===== src/rtl/counter_sequencer.sv =====
// counter_sequencer: command-driven controller for the user-area counter.
// It accepts START/STOP/LOAD_LIMIT/CLEAR over a valid/ready handshake and runs
// an IDLE/RUN/DONE FSM. A programmable prescaler sets the counting rate, and a
// terminal limit with optional wrap bounds the count.
// The counter pads stay tri-stated until the first START.
module counter_sequencer #(
   parameter int WIDTH   = 4,
   parameter int PRESC_W = 8
) (
   input  logic               wb_clk_i,
   input  logic               wb_rst_n,
   input  logic               cmd_valid_i,
   output logic               cmd_ready_o,
   input  logic [1:0]         cmd_op_i,
   input  logic [PRESC_W-1:0] cmd_data_i,
   output logic [WIDTH-1:0]   io_out,
   output logic [WIDTH-1:0]   io_oeb,
   output logic               busy_o,
   output logic               done_o,
   output logic               wrap_o,
   output logic               err_o
);

   // The wrap-enable flag sits just above the limit field in LOAD_LIMIT data.
   localparam int WRAP_BIT = WIDTH;

   localparam logic [1:0] OP_START = 2'b00;
   localparam logic [1:0] OP_STOP  = 2'b01;
   localparam logic [1:0] OP_LOAD  = 2'b10;
   localparam logic [1:0] OP_CLEAR = 2'b11;

   typedef enum logic [1:0] {
      ST_IDLE = 2'b00,
      ST_RUN  = 2'b01,
      ST_DONE = 2'b10
   } state_t;

   state_t               state_q,     state_d;
   logic [WIDTH-1:0]     io_out_q,    io_out_d;
   logic [WIDTH-1:0]     io_oeb_q,    io_oeb_d;
   logic [WIDTH-1:0]     limit_q,     limit_d;
   logic                 wrap_en_q,   wrap_en_d;
   logic [PRESC_W-1:0]   presc_cnt_q, presc_cnt_d;
   logic [PRESC_W-1:0]   presc_q,     presc_d;
   logic                 busy_q,      busy_d;
   logic                 done_q,      done_d;
   logic                 wrap_q,      wrap_d;
   logic                 err_q,       err_d;

   logic                 accept;
   logic                 tick;
   logic                 at_limit;

   // The controller never back-pressures, so every valid command is taken.
   assign cmd_ready_o = 1'b1;
   assign accept      = cmd_valid_i & cmd_ready_o;

   // A prescaler tick fires in RUN whenever the down-counter has reached zero.
   assign tick     = (state_q == ST_RUN) && (presc_cnt_q == '0);
   assign at_limit = (io_out_q == limit_q);

   assign io_out = io_out_q;
   assign io_oeb = io_oeb_q;
   assign busy_o = busy_q;
   assign done_o = done_q;
   assign wrap_o = wrap_q;
   assign err_o  = err_q;

   // Next-state decode: commands first, then the RUN prescaler and terminal count.
   always_comb begin
      state_d     = state_q;
      io_out_d    = io_out_q;
      io_oeb_d    = io_oeb_q;
      limit_d     = limit_q;
      wrap_en_d   = wrap_en_q;
      presc_cnt_d = presc_cnt_q;
      presc_d     = presc_q;
      done_d      = 1'b0;
      wrap_d      = 1'b0;
      err_d       = 1'b0;

      case (state_q)
         ST_IDLE, ST_DONE: begin
            if (accept) begin
               case (cmd_op_i)
                  OP_START: begin
                     io_out_d    = '0;
                     presc_d     = cmd_data_i;
                     presc_cnt_d = cmd_data_i;
                     io_oeb_d    = '0;
                     // A zero limit without wrap has nothing to count: finish at once.
                     if ((limit_q == '0) && !wrap_en_q) begin
                        state_d = ST_DONE;
                        done_d  = 1'b1;
                     end else begin
                        state_d = ST_RUN;
                     end
                  end
                  OP_LOAD: begin
                     limit_d   = cmd_data_i[WIDTH-1:0];
                     wrap_en_d = cmd_data_i[WRAP_BIT];
                  end
                  OP_CLEAR: begin
                     state_d     = ST_IDLE;
                     io_out_d    = '0;
                     io_oeb_d    = '1;
                     presc_cnt_d = '0;
                  end
                  default: begin
                     // STOP outside RUN has nothing to stop.
                  end
               endcase
            end
         end

         ST_RUN: begin
            if (accept && (cmd_op_i == OP_CLEAR)) begin
               // CLEAR beats a coincident terminal tick, so no done/wrap pulse.
               state_d     = ST_IDLE;
               io_out_d    = '0;
               io_oeb_d    = '1;
               presc_cnt_d = '0;
            end else if (accept && (cmd_op_i == OP_STOP)) begin
               // STOP freezes the visible count and keeps the pads driven.
               state_d     = ST_IDLE;
               presc_cnt_d = '0;
            end else begin
               // START/LOAD_LIMIT while running are dropped and flagged;
               // counting carries on untouched.
               if (accept) begin
                  err_d = 1'b1;
               end
               if (tick) begin
                  presc_cnt_d = presc_q;
                  if (!at_limit) begin
                     io_out_d = io_out_q + WIDTH'(1);
                  end else if (wrap_en_q) begin
                     io_out_d = '0;
                     wrap_d   = 1'b1;
                  end else begin
                     state_d = ST_DONE;
                     done_d  = 1'b1;
                  end
               end else begin
                  presc_cnt_d = presc_cnt_q - PRESC_W'(1);
               end
            end
         end

         default: begin
            // Unreachable encoding: recover to a quiet IDLE.
            state_d     = ST_IDLE;
            io_out_d    = '0;
            io_oeb_d    = '1;
            presc_cnt_d = '0;
         end
      endcase

      busy_d = (state_d == ST_RUN);
   end

   // FSM and all registered outputs, reset asynchronously to the quiet state.
   always_ff @(posedge wb_clk_i or negedge wb_rst_n) begin
      if (!wb_rst_n) begin
         state_q     <= ST_IDLE;
         io_out_q    <= '0;
         io_oeb_q    <= '1;
         limit_q     <= '1;
         wrap_en_q   <= 1'b0;
         presc_cnt_q <= '0;
         presc_q     <= '0;
         busy_q      <= 1'b0;
         done_q      <= 1'b0;
         wrap_q      <= 1'b0;
         err_q       <= 1'b0;
      end else begin
         state_q     <= state_d;
         io_out_q    <= io_out_d;
         io_oeb_q    <= io_oeb_d;
         limit_q     <= limit_d;
         wrap_en_q   <= wrap_en_d;
         presc_cnt_q <= presc_cnt_d;
         presc_q     <= presc_d;
         busy_q      <= busy_d;
         done_q      <= done_d;
         wrap_q      <= wrap_d;
         err_q       <= err_d;
      end
   end

endmodule


===== config.mk =====
export PLATFORM = sky130hd
export DESIGN_NAME = counter_sequencer
export DESIGN_NICKNAME = d
export VERILOG_FILES = /design/src/rtl/counter_sequencer.sv
export SDC_FILE = /design/constraint.sdc
export NUM_CORES = 1
export LEC_CHECK = 0
export BUFFER_PORTS_ARGS = -buffer_cell sky130_fd_sc_hd__buf_2
export CELL_PAD_IN_SITES_DETAIL_PLACEMENT = 2
export CELL_PAD_IN_SITES_GLOBAL_PLACEMENT = 2
export CORE_UTILIZATION = 37
export CTS_BUF_LIST = sky130_fd_sc_hd__clkbuf_8
export DETAILED_ROUTE_END_ITERATION = 7
export PLACE_DENSITY_LB_ADDON = 0.2
export SYNTH_ARGS = -nofsm -noshare
export SYNTH_HDL_FRONTEND = slang
export SYNTH_SLANG_ARGS = --single-unit

===== constraint.sdc =====
create_clock -name wb_clk_i -period 2.15 [get_ports wb_clk_i]
set_input_delay 0 -clock wb_clk_i [delete_from_list [all_inputs] [get_ports wb_clk_i]]
set_output_delay 0 -clock wb_clk_i [all_outputs]
set_load 0.01 [all_outputs]

Word level (Yosys, flattened, before mapping):

Cells that the tools add are included.

* bits in registers: 35
* input bits: 13
* word-level logic and storage cells: 89

* $add $sub $neg: 2
* equality and inequality tests: 14
* mux-type cells: 46
* reductions and logical operators: 16

Operators with widths (count)
* 2-to-1 mux 4 bit: 9
* 2-to-1 mux 8 bit: 4
* case mux 8 bit (2 select lines): 2
* case mux 4 bit (2 select lines): 3
* 2-to-1 mux 1 bit: 18
* 2-to-1 mux 2 bit: 7
* AND reduction 3 bit: 3
* zero test 8 bit: 1
* case mux 2 bit (2 select lines): 2
* subtractor 8 x 1 -> 8 bit (second input constant): 1
* equality test 2 x 1 -> 1 bit (second input constant): 3
* equality test 2 bit (second input constant): 3
* != test 3 x 2 -> 1 bit (second input constant): 2
* AND reduction 5 bit: 1
* adder 4 x 1 -> 4 bit (second input constant): 1
* equality test 4 bit: 1
* logical AND 1 bit: 4
* zero test 2 bit: 2
* zero test 4 bit: 1
* != test 2 bit (second input constant): 2
* != test 4 x 3 -> 1 bit (second input constant): 1
* OR reduction 2 bit: 2
* != test 3 bit (second input constant): 1
* != test 2 x 1 -> 1 bit (second input constant): 1
* 3 further kinds: 3

Depth between registers and ports, before layout:

* word-level depth: 7
* depth in mapped cells: 8
* depth with buffers taken out: 7

Worst setup path before layout:

OpenSTA, ideal clock, no wires.

* path type: reg-to-reg
* from: reg presc_cnt_q[3]
* to: reg presc_cnt_q[6]
* arrival: 1.719 ns
* required time: 2.012 ns
* path slack: 0.293 ns
* cell stages (with the launch flop): 6
* buffers on the path: 1
* period minus slack after synthesis: 1.857 ns
* path through: dfrtp_1 or4_4 nor4_4 buf_6 mux2i_1 o22ai_1

* longest elaborated chain between the ends: 6

Ends and longest elaborated chain
* from (decl): RTL line 43 `logic [PRESC_W-1:0] presc_cnt_q, presc_cnt_d;`
* from (signal assigned): RTL line 182 `presc_cnt_q <= presc_cnt_d;`
* parallel branches: the longest is 2 deep, another holds subtractor 8 x 1 -> 8 bit
* 2-to-1 mux 8 bit (*): RTL line 133 `if (tick) begin`
* 2-to-1 mux 8 bit (*): RTL line 123 `end else if (accept && (cmd_op_i == OP_STOP)) begin`
* 2-to-1 mux 8 bit (*): RTL line 117 `if (accept && (cmd_op_i == OP_CLEAR)) begin`
* case mux 8 bit (2 select lines) (*): RTL line 82 `case (state_q)`

Every way passes the cells marked *.
A chain may end at the register's enable or synchronous reset.

Worst setup path after layout:

* from: reg presc_cnt_q[3]
* to: reg io_out_q[2] (netlist: io_out[2])

* longest elaborated chain between the ends: 4

Ends and longest elaborated chain
* zero test 8 bit: RTL line 59 `assign tick = (state_q == ST_RUN) && (presc_cnt_q == '0);`
* logical AND 1 bit: RTL line 59
* != test 3 x 2 -> 1 bit (no line)
* AND reduction 5 bit (no line)
* to (signal assigned): RTL line 178 `io_out_q <= io_out_d;`
* to (decl): RTL line 39 `logic [WIDTH-1:0] io_out_q, io_out_d;`

Every way passes these cells.

==> results.cfg <==
[status]
status = completed

[worst_setup_path]
crit_buf_inv = 0
critPathLaunchType = flop
required_ns = 2.33
worst_ep_arrival_time_ns = 2.23
cpMaxStageDelayCell = or4_4
critical_path_peak_fanout = 6
cp_top_family = simple AND/OR/NAND/NOR gates
cpPeakStageDelay_ns = 0.61
worstSetupEndpointType = flop
timing.critical_path.cells = or4_4, nor2_2, and3b_1, nand2_1, a31o_2
path_class = flop to flop

[yosys]
yosysTopAreaCell = dfrtp_1
avgSynthCellArea_um2 = 9.53
synth_top_flop_cell = dfrtp_1
syn_inst = 195
synth_area_leaders = dfrtp_1, dfstp_2, mux2_2
synth_seq_area_share = 0.434
synth_top_area_share = 0.364
ys_warn_count = 0
synth_nets = 215
async_flop_share = 1.00
synth_edf_count = 0
synth_seq_cells = 32
ys_types = 45
synth_area_um2 = 1860

[detailed_routing]
vias = 1619
drt-total-wl_um = 5840
ant_nets = 0
first_iter_violations = 61
wire_per_inst_um = 19.7
drc = 0
viasPerCell = 5.45
drt_first_pass_iters = 4

[timing]
setup_violations = 0
setup_ws_ns = 0.107
worstMarginPinSlew_ns = 0.775
fmax_mhz = 490
hold_viol = 0
fin_skew_ns = 0.00929
finalCritPeriodShare = 0.950
slew_violations = 0
timing.setup.tns_ns = 0
maxSlewHeadroom = 0.483
whs_ns = 0.116
rsz0062_at_grt = no
period_needed_ns = 2.04

[layout]
antenna_cells = 0
layout-drive-gt1-share = 0.257
multi_input_area_um2 = 952
final_area_um2 = 2250
final_cells = 297
syn_to_final_growth_pct = 21.1
final-seq-area_um2 = 807
fillers = 544
final_cell_mix = dfrtp_1, buf_2, nand2_1
layout_commonest_cell = dfrtp_1
final_core_util = 0.470
nets = 249

[global_routing]
antenna_found_initial = 0
gr-usage-met3 = 0.0497
grt_overflow_total = 0
groute.usage.overall = 0.251
top_usage_layer = met2
grt_max_degree = 33
grtUsageMet2 = 0.429
grt_pass1_vias = 1846
grt_pass1_wl_um = 9870
use_met1 = 0.317

[clock_tree]
cts_tree = built
root_buffer = clkbuf_8
clock_path_buffers = 2
clkLatencyLatePin_ns = 0.29
cts_setup_buffers = 0
path_clk_slew_ns = 0.07
clock_sinks = 32
h-tree-depth = 2
cts_buffers = 5

[power_and_ir_drop]
switching_share = 0.394
seqPwrFrac = 0.378
power_density_nw_per_um2 = 1140
internal_power_mw = 1.55
clockPowerShare = 0.232
p_comb_frac = 0.390
ir_drop_v = 0.000439
p_switching_mw = 1.01
power.leakage_nw = 1.04
p_total_mw = 2.56

[place]
port_buffers = 24
gp_congestion = 0.876
placedCellCount = 279
place_area_um2 = 2030
dp_hpwl_um = 4260
preCtsSetupSlack_ns = 0.0844

[worst_hold_path]
min_path_type = input pin to flop

[floorplanning]
design.die.area_um2 = 5310
core-area_um2 = 4790
io_pins = 26
num_rows = 25
start_util = 0.388
die_h_um = 72.9
fp.dieW_um = 72.9

[flow_run]
cap_violations = 0
==> path summary, 6_finish.rpt <==
check	end	slack [ns]	from	depth (start not counted)
setup reg to reg	io_out[2]$_DFFE_PN0P_	0.11	presc_cnt_q[3]$_DFFE_PN0P_	5
max in group asynchronous	presc_q[2]$_DFFE_PN0P_	1.32	wb_rst_n	2
min in group asynchronous	presc_q[4]$_DFFE_PN0P_	0.34	wb_rst_n	2
hold / removal	io_oeb[2]$_DFFE_PN1P_	0.12	cmd_valid_i	3
setup / recovery	io_out[2]$_DFFE_PN0P_	0.11	presc_cnt_q[3]$_DFFE_PN0P_	5
hold reg to reg	presc_q[2]$_DFFE_PN0P_	0.50	presc_q[2]$_DFFE_PN0P_	2
==> worst register-to-register path, stage by stage (launching register included) <==
cell     delay, ns
dfrtp_1       0.44
or4_4         0.61
nor2_2        0.25
and3b_1       0.33
nand2_1       0.09
a31o_2        0.24
==> layer usage <==
| metal | up-vias | wire [um] |
|---|---|---|
| li1 | 751 | - |
| met1 | 826 | 2640 |
| met2 | 30 | 2970 |
| met3 | 12 | 147 |
| met4 | 0 | 91 |
| met5 | - | 0 |
==> synthesized netlist by cell type (2+ instances only) <==
master	instances
nand2_1	22
nand3_1	6
o22ai_1	7
mux2i_1	3
nand2b_1	6
o32ai_1	3
xnor2_1	4
nor2b_1	2
buf_4	4
clkbuf_1	6
ha_1	7
nor2_1	14
a21oi_1	19
xor2_1	5
dfrtp_1	27
mux2_2	9
o21ai_0	4
nor3_1	4
inv_1	9
nand3b_1	2
dfstp_2	5
a22oi_1	4
==> area by class of cell <==
| class | instances | share of cell area |
|---|---|---|
| well taps | 67 | 0.0373 |
| multi-input cells | 142 | 0.423 |
| repair buffers | 39 | 0.116 |
| clock inverters | 3 | 0.0189 |
| clock buffers | 5 | 0.0306 |
| flip-flops and latches | 32 | 0.359 |
| inverters | 9 | 0.0150 |
==> registers in the layout, indices dropped and copies added, names as in the netlist <==
name,flops
presc_q,8
io_out,4
state_q,2
err_o,1
io_oeb,1
wrap_en_q,1
wrap_o,1
busy_o,1
limit_q,4
done_o,1
presc_cnt_q,8
==> cell families (layout without fill, tap and decap cells) <==
logic type,Yosys count,in the layout,synth area share
DFF,32,32,0.434
xor gates and xnor gates,9,9,0.0424
buffers and inverters,21,56,0.0552
AOI/OAI and AO/OA,46,46,0.158
other,1,1,0.00202
and+or+nand+nor,67,67,0.191
muxes,12,12,0.0707
adders and majority gates,7,7,0.0471
==> power groups by stage <==
stage	sequential (mW)	clock (mW)	combinational, mW
after floorplan	0.927	0	0.709
after global placement	0.956	0	0.896
after detailed placement	0.975	0	0.958
after CTS	0.968	0.603	0.999
after global routing	0.990	0.624	1.11
final	0.968	0.594	0.997
==> timing repair <==
| action | in CTS | in global routing |
|---|---|---|
| setup endpoints to repair | 0 | 5 |
| hold buffers | 10 | 0 |
| hold endpoints to repair | 39 | 0 |
| gates resized for setup | 0 | 2 |
Power figures use the tool's default switching activity.
